$ cat config.mk
export PLATFORM = sky130hd
export DESIGN_NAME = alu_mc
export DESIGN_NICKNAME = d
export VERILOG_FILES = /design/src/rtl/alu_pkg.sv /design/src/rtl/shift_add_mul.sv /design/src/rtl/alu_mc.sv
export SDC_FILE = /design/constraint.sdc
export NUM_CORES = 1
export LEC_CHECK = 0
export ABC_AREA = 1
export BUFFER_PORTS_ARGS = -buffer_cell sky130_fd_sc_hd__buf_2
export CORE_MARGIN = 2
export CORE_UTILIZATION = 55
export DETAILED_ROUTE_END_ITERATION = 6
export PLACE_DENSITY = 0.75
export SETUP_SLACK_MARGIN = 0.1
export SLEW_MARGIN = 20
export SYNTH_ARGS = -nofsm -noshare
export SYNTH_HDL_FRONTEND = slang
export SYNTH_SLANG_ARGS = --single-unit
$ cat constraint.sdc
create_clock -name clk -period 6.5 [get_ports clk]
set_input_delay 1.3 -clock clk [delete_from_list [all_inputs] [get_ports clk]]
set_output_delay 1.3 -clock clk [all_outputs]
set_load 0.02 [all_outputs]
$ cat src/rtl/alu_pkg.sv
// Shared types for the multi-cycle ALU: op codes, flag layout, FSM states.
package alu_pkg;

    typedef enum logic [3:0] {
        RA     = 4'd0,
        RB     = 4'd1,
        RADD   = 4'd2,
        RSUB   = 4'd3,
        RAND   = 4'd4,
        ROR    = 4'd5,
        RXOR   = 4'd6,
        RNOR   = 4'd7,
        RMULLO = 4'd8,
        RMULHI = 4'd9
    } alu_op_t;

    typedef struct packed {
        logic c;
        logic v;
        logic nf;
        logic z;
    } flags_t;

    typedef enum logic [1:0] {
        S_IDLE = 2'd0,
        S_MUL  = 2'd1,
        S_DONE = 2'd2
    } alu_state_t;

    function automatic logic is_mul(input alu_op_t op);
        return (op == RMULLO) || (op == RMULHI);
    endfunction

endpackage

$ cat src/rtl/shift_add_mul.sv
// Unsigned N x N shift-add multiplier, one partial product per step.
// Latency: N steps after load; product exposes the post-step accumulator value.
// Backpressure: none; the controller asserts step only while a multiply is in flight.
module shift_add_mul #(
    parameter int N = 8
) (
    input  logic           clk,
    input  logic           reset,
    input  logic           load,
    input  logic           step,
    input  logic [N-1:0]   a,
    input  logic [N-1:0]   b,
    output logic           last,
    output logic [2*N-1:0] product
);
    localparam int CW = $clog2(N + 1);

    logic [N-1:0]   mcand;
    logic [N-1:0]   mplr;
    logic [2*N-1:0] acc;
    logic [CW-1:0]  cnt;
    logic [N-1:0]   addend;
    logic [N:0]     sum_hi;
    logic [2*N-1:0] acc_nxt;

    always_comb begin
        addend  = mplr[0] ? mcand : '0;
        sum_hi  = {1'b0, acc[2*N-1:N]} + {1'b0, addend};
        // Shift {carry, acc} right by one as part of the same step.
        acc_nxt = {sum_hi, acc[N-1:1]};
    end

    // Product is the value the accumulator takes at this step, so on the
    // final step the caller can register the complete result at that edge.
    assign product = acc_nxt;
    assign last    = (cnt == CW'(1));

    always_ff @(posedge clk) begin
        if (reset) begin
            mcand <= '0;
            mplr  <= '0;
            acc   <= '0;
            cnt   <= '0;
        end else if (load) begin
            mcand <= a;
            mplr  <= b;
            acc   <= '0;
            cnt   <= CW'(N);
        end else if (step) begin
            acc   <= acc_nxt;
            mplr  <= mplr >> 1;
            cnt   <= cnt - CW'(1);
        end
    end

endmodule

$ cat src/rtl/alu_mc.sv
// Multi-cycle ALU: eight single-cycle functions plus unsigned multiply lo/hi.
// Latency: 1 cycle for single-cycle ops, N+1 cycles for multiply.
// Backpressure: ready low while multiplying; start during that time is dropped.
module alu_mc
    import alu_pkg::*;
#(
    parameter int N = 8
) (
    input  logic         clk,
    input  logic         reset,
    input  logic         start,
    input  logic [3:0]   func,
    input  logic [N-1:0] a,
    input  logic [N-1:0] b,
    output logic         ready,
    output logic         done,
    output logic [N-1:0] result,
    output logic [3:0]   flags
);
    alu_state_t     state, state_nxt;
    alu_op_t        op, op_q;
    logic [N-1:0]   result_q;
    flags_t         flags_q;
    logic           accept, mul_op, load, step, last;
    logic [2*N-1:0] product;
    logic [N:0]     sum, diff;
    logic [N-1:0]   sc_res, mul_res;
    logic           sc_c, sc_v, sc_valid;
    flags_t         sc_flags, mul_flags;

    assign op     = alu_op_t'(func);
    assign mul_op = is_mul(op);
    assign ready  = (state != S_MUL);
    assign done   = (state == S_DONE);
    assign accept = ready && start;
    assign result = result_q;
    assign flags  = flags_q;

    shift_add_mul #(.N(N)) u_mul (
        .clk     (clk),
        .reset   (reset),
        .load    (load),
        .step    (step),
        .a       (a),
        .b       (b),
        .last    (last),
        .product (product)
    );

    always_comb begin
        sum      = {1'b0, a} + {1'b0, b};
        diff     = {1'b0, a} - {1'b0, b};
        sc_res   = '0;
        sc_c     = 1'b0;
        sc_v     = 1'b0;
        sc_valid = 1'b1;
        case (op)
            RA:   sc_res = a;
            RB:   sc_res = b;
            RADD: begin
                sc_res = sum[N-1:0];
                sc_c   = sum[N];
                sc_v   = (a[N-1] == b[N-1]) && (sum[N-1] != a[N-1]);
            end
            RSUB: begin
                sc_res = diff[N-1:0];
                sc_c   = diff[N];
                sc_v   = (a[N-1] != b[N-1]) && (diff[N-1] != a[N-1]);
            end
            RAND: sc_res = a & b;
            ROR:  sc_res = a | b;
            RXOR: sc_res = a ^ b;
            RNOR: sc_res = ~(a | b);
            default: sc_valid = 1'b0;
        endcase
        // Reserved codes report all-zero flags, including Z.
        sc_flags = '{c: sc_c, v: sc_v, nf: sc_res[N-1], z: sc_valid && (sc_res == '0)};

        mul_res   = (op_q == RMULHI) ? product[2*N-1:N] : product[N-1:0];
        mul_flags = '{c: |product[2*N-1:N], v: 1'b0, nf: mul_res[N-1], z: (mul_res == '0)};
    end

    always_comb begin
        state_nxt = state;
        load      = 1'b0;
        step      = 1'b0;
        case (state)
            S_IDLE, S_DONE: begin
                if (start) begin
                    load      = mul_op;
                    state_nxt = mul_op ? S_MUL : S_DONE;
                end else begin
                    state_nxt = S_IDLE;
                end
            end
            S_MUL: begin
                step = 1'b1;
                if (last) state_nxt = S_DONE;
            end
            default: state_nxt = S_IDLE;
        endcase
    end

    always_ff @(posedge clk) begin
        if (reset) begin
            state    <= S_IDLE;
            op_q     <= RA;
            result_q <= '0;
            flags_q  <= '0;
        end else begin
            state <= state_nxt;
            if (accept) op_q <= op;
            if (accept && !mul_op) begin
                result_q <= sc_res;
                flags_q  <= sc_flags;
            end else if (step && last) begin
                result_q <= mul_res;
                flags_q  <= mul_flags;
            end
        end
    end

endmodule

==> impl_metrics.env <==
export IMPL_status="complete, no violations"
export IMPL_yosysSeqAreaShare_pct=25.7
export IMPL_switchingPower_uw=236
export IMPL_required_ns=5.20
export IMPL_synth_avg_cell_area_sq_um=6.13
export IMPL_rsz0062_at_grt="false"
export IMPL_path_clk_slew_ns=0.09
export IMPL_syn_nets=721
export IMPL_die_width_microns=89.8
export IMPL_clkLatencyLatePin_ns=0.31
export IMPL_fin_skew_ns=0.00271
export IMPL_grt_pass1_vias=3910
export IMPL_synth_seq_cells=52
export IMPL_clock_sinks=52
export IMPL_rows=31
export IMPL_synth_area_sq_mm=0.00405
export IMPL_start_kind="register"
export IMPL_fin_crit_sh_pct=45.5
export IMPL_maxSlewHeadroom_pct=46.2
export IMPL_p_seq_share_pct=47.8
export IMPL_firstDrtPassIters=5
export IMPL_drive_gt1_share_pct=8.97
export IMPL_cts_setup_buffers=0
export IMPL_cts_resized=0
export IMPL_r2r_slack_ns=3.59
export IMPL_synth_edf_count=0
export IMPL_tns_ns=0
export IMPL_clkPwrFrac_pct=28.1
export IMPL_wl_per_cell_microns=14.5
export IMPL_period_needed_ns=2.96
export IMPL_portBuffers=36
export IMPL_finalPower_uw=708
export IMPL_viasPerCell=5.43
export IMPL_ys_async_sr_fraction_pct=0
export IMPL_yosysMostFrequentCell="nand2_1"
export IMPL_arrival_ns=1.66
export IMPL_ctsRootBufferMaster="clkbuf_8"
export IMPL_drt_wl_total_microns=11400
export IMPL_nNetsFinal=750
export IMPL_grt_pass1_wl_microns=18800
export IMPL_maxCapViolCount=0
export IMPL_cts_buffers=5
export IMPL_netlist_top_cells_area="dfxtp_1 26%, nand2_1 17%, ha_1 10%, inv_1 8.2%, nand3_1 7.2%"
export IMPL_crit_family="flip-flops"
export IMPL_gp_congestion=0.998
export IMPL_htreeDepth=2
export IMPL_final_hold_viol_count=0
export IMPL_grt_overflow=0
export IMPL_groute_usage_overall_pct=28.4
export IMPL_synthFlopType="dfxtp_1"
export IMPL_initial_core_util_pct=56.5
export IMPL_tightest_slew_ns=0.803
export IMPL_yosysTopAreaCell="dfxtp_1"
export IMPL_setup_viol=0
export IMPL_dieArea_sq_mm=0.00807
export IMPL_cp_slowest_cell="dfxtp_1"
export IMPL_drt_initial_drc_count=384
export IMPL_place_ws_ns=3.31
export IMPL_max_freq_mhz=338
export IMPL_peakVddDrop_mv=0.172
export IMPL_synth_cell_type_count=35
export IMPL_n_antenna_cell=0
export IMPL_worst_slack_ns=3.54
export IMPL_leakage_uw=0.00224
export IMPL_powerDensity_mw_per_mm2=161
export IMPL_synth_common_cells="186 x nand2_1, 89 x inv_1, 70 x nor2_1"
export IMPL_critPathKind="reg -> out"
export IMPL_antenna_left=0
export IMPL_pin_count=37
export IMPL_worstPathBufferInverterCount=1
export IMPL_dp_hpwl_microns=9050
export IMPL_vias=4286
export IMPL_placed_area_sq_mm=0.00430
export IMPL_grt_start_max_net_pins=28
export IMPL_min_path_type="reg -> reg"
export IMPL_switching_share_pct=33.3
export IMPL_fillers=742
export IMPL_p_comb_share_pct=24.1
export IMPL_yosysTopAreaCellShare_pct=25.7
export IMPL_ys_warnings_count=0
export IMPL_crit_chain="nand2_1, buf_2"
export IMPL_hold_buffers=0
export IMPL_area_delta_synth_final_pct=8.43
export IMPL_slew_viol_final=0
export IMPL_antenna_found_initial=0
export IMPL_internal_power_uw=472
export IMPL_netlist_instances=661
export IMPL_fin_area_sq_mm=0.00439
export IMPL_cts_tree="done"
export IMPL_cp_end_kind="primary output"
export IMPL_remaining_drc_errors=0
export IMPL_cts_path_max_buffers=2
export IMPL_coreArea_sq_mm=0.00718
export IMPL_dieHeight_microns=89.8
export IMPL_max_stage_delay_ns=0.55
export IMPL_crit_path_max_fanout=21
==> per-stage QoR <==
step           cells  hold WS, ns  utilization, %
2_1_floorplan    661        0.441               -
3_3_place_gp     782        0.453            59.9
3_5_place_dp     782        0.455            59.9
4_1_cts          790        0.470            61.2
5_1_grt          790        0.491            61.2
6_report         790        0.471            61.2
==> worst min-delay path: stages, from the launching register on <==
cell	delay, ns
dfxtp_1	0.32
nand2_1	0.06
a21oi_1	0.05
==> cell families (layout without fill, tap and decap cells) <==
kind of cell	Yosys count	in the layout	share of synthesized area [%]
AND/OR/NAND/NOR	351	351	37.0
buffers and inverters	109	139	10.3
AO/OA/AOI/OAI	110	110	14.6
XOR/XNOR	2	2	0.432
flip-flops	52	52	25.7
adder cells (fa/ha/maj)	37	37	12.0
==> state kept, by name, indices dropped and copies added (netlist names) <==
register     count
u_mul.cnt        4
u_mul.mplr       8
u_mul.mcand      8
flags            3
u_mul.acc       15
state            2
result           8
op_q             4
==> worst paths after layout <==
| check | cells after the start | to | from |
|---|---|---|---|
| setup / recovery | 2 | ready | state[0]$_SDFFE_PP0P_ |
| hold / removal | 2 | result[1]$_SDFFE_PP0P_ | result[1]$_SDFFE_PP0P_ |
| setup reg to reg | 5 | u_mul.mplr[0]$_SDFFE_PP0P_ | state[0]$_SDFFE_PP0P_ |
| hold reg to reg | 2 | result[1]$_SDFFE_PP0P_ | result[1]$_SDFFE_PP0P_ |
==> layer usage <==
metal,up-vias,track usage [%],part of all wire (%)
met5,-,0,0
met4,0,6.03,0.54
met3,8,3.52,6.5
met2,138,46.0,46
met1,1956,40.8,47
li1,2184,-,-
==> area by class of cell <==
type	count	area, sq um	area share, %
clock inverters	2	13.8	0.313
well taps	99	124	2.82
multi-input cells	500	2590	59.0
clock buffers	6	82.6	1.88
inverters	94	353	8.03
flip-flops and latches	52	1040	23.7
repair buffers	37	188	4.27
==> cell usage in the layout, fill, tap and decap left out, types with 2 or more instances in the layout <==
master and count:
o22ai_1 2, xor2_1 2, nand2_1 186, nor2_1 70, o21ai_0 40, or2_2 6, nand3b_1 2, clkinv_1 2
clkbuf_8 6, inv_2 3, nor2_2 3, dfxtp_1 52, buf_2 36, nand3_1 58, nor3_1 5, o21a_1 2
a31oi_1 10, nand4_1 10, ha_1 34, inv_1 89, and2_1 5, fa_1 3, a21oi_1 52
==> power by group through the flow <==
stage	combinational, uW	clock [uW]	sequential (uW)
6_report	171	199	338
5_1_grt	191	215	339
4_1_cts	168	202	338
3_5_place_dp	168	0	345
3_3_place_gp	165	0	345
2_1_floorplan	113	0	348
(Power assumes the default switching activity.)
